[config.mk]
export PLATFORM = sky130hd
export DESIGN_NAME = mem_arbiter_flat
export DESIGN_NICKNAME = d
export VERILOG_FILES = /design/src/rtl/cpu_types_pkg.sv /design/src/rtl/mem_arbiter_if.sv /design/src/rtl/arb_starve_ctr.sv /design/src/rtl/mem_arbiter.sv /design/src/flat_wrapper.sv
export SDC_FILE = /design/constraint.sdc
export NUM_CORES = 1
export LEC_CHECK = 0
export CORE_AREA = 2 2 103 105
export DETAILED_ROUTE_END_ITERATION = 10
export DIE_AREA = 0 0 105 107
export SLEW_MARGIN = 15
export SYNTH_ARGS = -nofsm -noshare
export SYNTH_HDL_FRONTEND = slang
export SYNTH_SLANG_ARGS = --single-unit
[constraint.sdc]
create_clock -name CLK -period 3.9 [get_ports CLK]
set_input_delay 0.39 -clock CLK [delete_from_list [all_inputs] [get_ports CLK]]
set_output_delay 0.39 -clock CLK [all_outputs]
set_load 0.03 [all_outputs]
[src/rtl/cpu_types_pkg.sv]
// cpu_types_pkg: shared word, RAM-state and arbiter types.
// Used by mem_arbiter and its interface.
package cpu_types_pkg;

  typedef logic [31:0] word_t;

  typedef enum logic [1:0] {
    FREE,
    BUSY,
    ACCESS,
    ERROR
  } ramstate_t;

  typedef enum logic [1:0] {
    IDLE,
    ISRV,
    DSRV
  } arb_state_t;

  typedef enum logic [1:0] {
    OWN_NONE,
    OWN_I,
    OWN_D
  } arb_owner_t;

  localparam int ARB_STARVE_DEFAULT = 4;

  function automatic arb_owner_t owner_of(arb_state_t s);
    arb_owner_t o;
    case (s)
      ISRV:    o = OWN_I;
      DSRV:    o = OWN_D;
      default: o = OWN_NONE;
    endcase
    return o;
  endfunction

endpackage

[src/rtl/mem_arbiter_if.sv]
// mem_arbiter_if: cache-side requests plus the RAM port.
// slave = arbiter view, master = requester/RAM-model view.
interface mem_arbiter_if;
  import cpu_types_pkg::*;

  logic      iREN;
  word_t     iaddr;
  logic      dREN;
  logic      dWEN;
  word_t     daddr;
  word_t     dstore;
  logic      iwait;
  logic      dwait;
  word_t     iload;
  word_t     dload;
  logic      ramREN;
  logic      ramWEN;
  word_t     ramaddr;
  word_t     ramstore;
  word_t     ramload;
  ramstate_t ramstate;
  logic      ram_err;

  modport slave (
    input  iREN, iaddr, dREN, dWEN,
    input  daddr, dstore, ramload, ramstate,
    output iwait, dwait, iload, dload,
    output ramREN, ramWEN, ramaddr, ramstore,
    output ram_err
  );

  modport master (
    output iREN, iaddr, dREN, dWEN,
    output daddr, dstore, ramload, ramstate,
    input  iwait, dwait, iload, dload,
    input  ramREN, ramWEN, ramaddr, ramstore,
    input  ram_err
  );

endinterface

[src/rtl/arb_starve_ctr.sv]
// arb_starve_ctr: saturating count of back-to-back D grants
// taken while an I request waits.
module arb_starve_ctr #(
  parameter int LIMIT = 4
) (
  input  logic clk,
  input  logic rst,
  input  logic inc,
  input  logic clr,
  output logic sat
);

  localparam int W = $clog2(LIMIT + 1);

  logic [W-1:0] cnt_q, cnt_d;

  assign sat = (cnt_q == W'(LIMIT));

  always_comb begin
    cnt_d = cnt_q;
    if (clr)
      cnt_d = '0;
    else if (inc && !sat)
      cnt_d = cnt_q + W'(1);
  end

  always_ff @(posedge clk) begin
    if (rst)
      cnt_q <= '0;
    else
      cnt_q <= cnt_d;
  end

endmodule

[src/rtl/mem_arbiter.sv]
// mem_arbiter: shares one RAM port between I-fetch and data.
// Optional perf counters when MEM_ARB_PERF_EN is defined.
module mem_arbiter
  import cpu_types_pkg::*;
#(
  parameter int STARVE_LIMIT = ARB_STARVE_DEFAULT
`ifdef MEM_ARB_PERF_EN
  , parameter int CNT_W = 32
`endif
) (
  input logic          CLK,
  input logic          RST,
  mem_arbiter_if.slave bus
`ifdef MEM_ARB_PERF_EN
  , output logic [CNT_W-1:0] perf_igrant
  , output logic [CNT_W-1:0] perf_dgrant
  , output logic [CNT_W-1:0] perf_stall
`endif
);

  arb_state_t state_q, state_d, cur;
  arb_owner_t owner;

  logic  dreq;
  logic  i_done, d_done, beat_err;
  logic  ram_err_q, ram_err_d;
  logic  sat;
  logic  ren, wen;
  logic  iwait, dwait;
  word_t addr, store;

  // Reset aborts at once: the current cycle already looks idle.
  always_comb begin
    dreq      = bus.dREN | bus.dWEN;
    cur       = RST ? IDLE : state_q;
    owner     = owner_of(cur);
    ren       = 1'b0;
    wen       = 1'b0;
    addr      = '0;
    store     = '0;
    i_done    = 1'b0;
    d_done    = 1'b0;
    beat_err  = 1'b0;
    state_d   = state_q;
    unique case (owner)
      OWN_I: begin
        if (bus.iREN) begin
          ren      = 1'b1;
          addr     = bus.iaddr;
          i_done   = (bus.ramstate == ACCESS);
          beat_err = (bus.ramstate == ERROR);
        end
        if (!bus.iREN || i_done || beat_err)
          state_d = IDLE;
      end
      OWN_D: begin
        if (dreq) begin
          wen      = bus.dWEN;
          ren      = bus.dREN & ~bus.dWEN;
          addr     = bus.daddr;
          store    = bus.dstore;
          d_done   = (bus.ramstate == ACCESS);
          beat_err = (bus.ramstate == ERROR);
        end
        if (!dreq || d_done || beat_err)
          state_d = IDLE;
      end
      default: begin
        if (dreq && !(bus.iREN && sat))
          state_d = DSRV;
        else if (bus.iREN)
          state_d = ISRV;
        else
          state_d = IDLE;
      end
    endcase
    ram_err_d = ram_err_q | beat_err;
  end

  assign iwait = bus.iREN & ~i_done;
  assign dwait = dreq & ~d_done;

  assign bus.iwait    = iwait;
  assign bus.dwait    = dwait;
  assign bus.iload    = bus.ramload;
  assign bus.dload    = bus.ramload;
  assign bus.ramREN   = ren;
  assign bus.ramWEN   = wen;
  assign bus.ramaddr  = addr;
  assign bus.ramstore = store;
  assign bus.ram_err  = ram_err_q;

  always_ff @(posedge CLK) begin
    if (RST) begin
      state_q   <= IDLE;
      ram_err_q <= 1'b0;
    end else begin
      state_q   <= state_d;
      ram_err_q <= ram_err_d;
    end
  end

  arb_starve_ctr #(
    .LIMIT(STARVE_LIMIT)
  ) u_starve (
    .clk(CLK),
    .rst(RST),
    .inc(d_done & bus.iREN),
    .clr(i_done | (d_done & ~bus.iREN)),
    .sat(sat)
  );

`ifdef MEM_ARB_PERF_EN
  logic             stall;
  logic [CNT_W-1:0] perf_igrant_q, perf_igrant_d;
  logic [CNT_W-1:0] perf_dgrant_q, perf_dgrant_d;
  logic [CNT_W-1:0] perf_stall_q, perf_stall_d;

  always_comb begin
    stall         = (bus.iREN & iwait) | (dreq & dwait);
    perf_igrant_d = perf_igrant_q + CNT_W'(i_done);
    perf_dgrant_d = perf_dgrant_q + CNT_W'(d_done);
    perf_stall_d  = perf_stall_q + CNT_W'(stall);
  end

  always_ff @(posedge CLK) begin
    if (RST) begin
      perf_igrant_q <= '0;
      perf_dgrant_q <= '0;
      perf_stall_q  <= '0;
    end else begin
      perf_igrant_q <= perf_igrant_d;
      perf_dgrant_q <= perf_dgrant_d;
      perf_stall_q  <= perf_stall_d;
    end
  end

  assign perf_igrant = perf_igrant_q;
  assign perf_dgrant = perf_dgrant_q;
  assign perf_stall  = perf_stall_q;
`endif

endmodule
[src/flat_wrapper.sv]
// flat-port wrapper written by rule: the top's interface ports become plain ports
module mem_arbiter_flat import cpu_types_pkg::*;
#(
  parameter int STARVE_LIMIT = ARB_STARVE_DEFAULT

)
  (CLK, RST, bus_iREN, bus_iaddr, bus_dREN, bus_dWEN, bus_daddr, bus_dstore, bus_ramload, bus_ramstate, bus_iwait, bus_dwait, bus_iload, bus_dload, bus_ramREN, bus_ramWEN, bus_ramaddr, bus_ramstore, bus_ram_err);
  mem_arbiter_if bus_i ();
  input logic CLK;
  input logic RST;
  input wire logic [$bits(bus_i.iREN)-1:0] bus_iREN;
  input wire logic [$bits(bus_i.iaddr)-1:0] bus_iaddr;
  input wire logic [$bits(bus_i.dREN)-1:0] bus_dREN;
  input wire logic [$bits(bus_i.dWEN)-1:0] bus_dWEN;
  input wire logic [$bits(bus_i.daddr)-1:0] bus_daddr;
  input wire logic [$bits(bus_i.dstore)-1:0] bus_dstore;
  input wire logic [$bits(bus_i.ramload)-1:0] bus_ramload;
  input wire logic [$bits(bus_i.ramstate)-1:0] bus_ramstate;
  output wire logic [$bits(bus_i.iwait)-1:0] bus_iwait;
  output wire logic [$bits(bus_i.dwait)-1:0] bus_dwait;
  output wire logic [$bits(bus_i.iload)-1:0] bus_iload;
  output wire logic [$bits(bus_i.dload)-1:0] bus_dload;
  output wire logic [$bits(bus_i.ramREN)-1:0] bus_ramREN;
  output wire logic [$bits(bus_i.ramWEN)-1:0] bus_ramWEN;
  output wire logic [$bits(bus_i.ramaddr)-1:0] bus_ramaddr;
  output wire logic [$bits(bus_i.ramstore)-1:0] bus_ramstore;
  output wire logic [$bits(bus_i.ram_err)-1:0] bus_ram_err;
  assign bus_i.iREN = bus_iREN;
  assign bus_i.iaddr = bus_iaddr;
  assign bus_i.dREN = bus_dREN;
  assign bus_i.dWEN = bus_dWEN;
  assign bus_i.daddr = bus_daddr;
  assign bus_i.dstore = bus_dstore;
  assign bus_i.ramload = bus_ramload;
  assign bus_i.ramstate = bus_ramstate;
  assign bus_iwait = bus_i.iwait;
  assign bus_dwait = bus_i.dwait;
  assign bus_iload = bus_i.iload;
  assign bus_dload = bus_i.dload;
  assign bus_ramREN = bus_i.ramREN;
  assign bus_ramWEN = bus_i.ramWEN;
  assign bus_ramaddr = bus_i.ramaddr;
  assign bus_ramstore = bus_i.ramstore;
  assign bus_ram_err = bus_i.ram_err;
  mem_arbiter #(.STARVE_LIMIT(STARVE_LIMIT)) u_core (.CLK(CLK), .RST(RST), .bus(bus_i));
endmodule
==> metrics.md <==
| Metric | Value |
|---|---|
| Required time of the critical path | `3.51 ns` |
| Syn Area/Cell | `6.80 µm²` |
| Num CTS Buffers | `3` |
| Core box area | `10100 µm²` |
| P per Cell Area | `135 nW/µm²` |
| Commonest non-fill, non-tap cell in the layout | `clkdlybuf4s50_1` |
| GRT Total Usage | `12.2%` |
| Detailed Place HPWL | `6250 µm` |
| GP Congestion | `0.805` |
| Synth top area cells | `buf_4 31%, a22oi_1 15%, and2_1 13%` |
| Post-synthesis cell area | `1590 µm²` |
| WL final | `7550 µm` |
| Sequential area share after synthesis | `7.58%` |
| # diodes | `0` |
| Initial antenna violation count | `0` |
| Vias in the first global route | `2004` |
| Post-Synth Adder-Cell Area | `3.95%` |
| First-pass GRT wire length | `11100 µm` |
| Worst Hold Class | `reg -> reg` |
| Share of the synthesized area in the top cell type | `30.8%` |
| Multiplexer share of the synthesized area | `0.631%` |
| Hold path depth | `2` |
| Status | `finished clean` |
| Share of layout cells above drive strength 1 | `5.12%` |
| TritonCTS clock tree | `built` |
| Post-synthesis register bit count | `6` |
| Largest family of logic cells by synthesized area | `buffers and inverters` |
| Worst Tran Pin Value | `0.446 ns` |
| R2r setup slk | `1.90 ns` |
| Clock Skews | `0.00666 ns` |
| Final #Nets | `474` |
| Peak fanout along the critical path | `30` |
| Pre-antenna DRT Iters | `4` |
| Achievable Freq | `0.293 GHz` |
| Drt via density | `4.26` |
| Synth Area in XOR/XNOR | `0%` |
| Worst R2R Start | `u_core.state_q[1]` |
| Worst setup SP type | `input pin` |
| Max VDD drop | `0.0735 mV` |
| Leakage | `1.02 nW` |
| CP Class | `in -> out` |
| Fin crit share | `87.5%` |
| WP data arrival | `3.02 ns` |
| Antenna viol nets, final | `0` |
| Clock sinks | `6` |
| Most frequent cells in the layout | `163 x clkdlybuf4s50_1, 34 x and2_1, 34 x nor2_1, 32 x a22oi_1, 10 x buf_4` |
| CTS root buffer | `clkbuf_8` |
| Number of port buffers | `171` |
| Syn Inst Count | `233` |
| Total negative slack | `0 ns` |
| Max Root-Sink Buffers | `2` |
| Via count | `1994` |
| Die width | `105 µm` |
| Compound-Gate Fraction of Synth Area | `23.4%` |
| Worst skew pair latency | `0.23 ns` |
| Unrepaired setup endpoints after global routing | `no` |
| Hold endpoint | `u_core.bus.ram_err` |
| Syn Nets | `373` |
| Setup violators final | `0` |
| Max cap viols | `0` |
| Fin. Hold Viols | `0` |
| Hold path startpoint | `u_core.bus.ram_err` |
| WHS | `0.443 ns` |
| Simple-gate share of the synthesized area | `28.0%` |
| Min cycle time layout | `3.41 ns` |
| Largest area contributor in the netlist | `buf_4` |
| H-tree depth | `1` |
| Cts repair resizes | `0` |
| Slew margin rel. | `70.1%` |
| Die height | `107 µm` |
| Grt ovf | `0` |
| Synth Warn # | `0` |
| Number of setup buffers added after CTS | `0` |
| Clk slew on worst S/H paths | `0.04 ns` |
| Synth cell types | `31` |
| Worst r2r path cells | `7` |
| Largest net degree at the start of global routing | `35` |
| Initial Util | `15.7%` |
| Remaining routing DRC violations | `0` |
| Site Rows | `37` |
| Post-CTS Hold Buffers | `0` |
| Initial DRC count | `175` |
| Die area | `11200 µm²` |
| WL per Instance | `16.1 µm` |
| Setup crit end kind | `primary output` |
| Slew Limit Fails | `0` |
| Layout area overhead | `88.8%` |
| I/O pins | `268` |
| Reg2reg end | `u_core.state_q[1]` |
area by class of cell:
| cell class | instances | area (µm²) |
|---|---|---|
| fillers | 1106 | 7100 |
| repair buffers | 175 | 1750 |
| multi-input cells | 141 | 888 |
| well taps | 136 | 170 |
| flip-flops and latches | 6 | 120 |
| clock buffers | 3 | 41.3 |
| inverters | 7 | 26.3 |
cells by family after synthesis:
| kind of cell | after synthesis |
|---|---|
| buffers and inverters | 86 |
| DFF | 6 |
| adders and majority gates | 5 |
| and+or+nand+nor | 85 |
| AOI/OAI and AO/OA | 50 |
| muxes | 1 |
cell usage after synthesis:
cell,instances
or4_1,1
a211oi_1,1
nor3b_1,1
a22oi_1,32
and2b_1,1
inv_2,1
o21a_1,2
and2_1,34
a2111oi_2,1
dfxtp_1,6
buf_4,65
nor2_1,34
a21boi_1,1
nand4_1,1
mux2i_1,1
a21oi_1,4
nand2_1,4
nor2b_1,2
o211ai_1,4
and3_1,1
o31ai_1,1
nand2b_1,3
a31oi_1,1
o21ai_1,1
o2111ai_1,1
buf_2,8
inv_1,6
ha_1,5
clkbuf_1,6
a211o_1,1
nand3b_1,3
registers in the layout (all words and copies together), names as in the netlist:
| register | cells |
|---|---|
| u_core.u_starve.cnt_q | 3 |
| u_core.state_q | 2 |
| u_core.bus.ram_err | 1 |
how the worst max path moves through the flow:
stage / from / to / slack, ns
6_report: RST / bus_ramaddr[27] / 0.49
4_1_cts: RST / bus_ramaddr[27] / 0.47
3_3_place_gp: RST / bus_ramaddr[30] / 0.56
2_1_floorplan: RST / bus_ramaddr[0] / 1.77
5_1_grt: RST / bus_ramaddr[27] / 0.29
3_5_place_dp: RST / bus_ramaddr[25] / 0.49
per-stage QoR:
step	util [%]	area [µm²]	power [mW]	setup slack, ns	std cells
global route	29.7	2990	0.422	0.286	468
global placement	29.2	2950	0.305	0.557	465
detailed placement	29.2	2950	0.307	0.495	465
finish	29.7	2990	0.403	0.487	468
floorplan	-	1590	0.275	1.77	233
CTS	29.7	2990	0.407	0.473	468
critical path: stages:
cell	delay, ns
clkdlybuf4s50_1	0.57
nand2b_1	0.29
inv_1	0.08
ha_1	0.22
and2_1	0.32
buf_12	0.24
a22oi_1	0.09
nor2_1	0.12
clkdlybuf4s50_1	0.69
power breakdown:
part | total (mW) | leakage, nW | internal [mW] | switching (mW)
logic | 0.240 | 0.955 | 0.140 | 0.100
registers | 0.0647 | 0.0487 | 0.0636 | 0.00104
clock network | 0.0984 | 0.0216 | 0.0668 | 0.0316
layer usage:
metal / GRT usage (%) / part of all wire, % / vias to the layer above
met4: 3.05 / 1.8 / 0
met5: 0 / 0 / -
met2: 24.4 / 54 / 161
met1: 11.7 / 31 / 895
li1: - / - / 920
met3: 4.68 / 13 / 18
(Power assumes the default switching activity.)
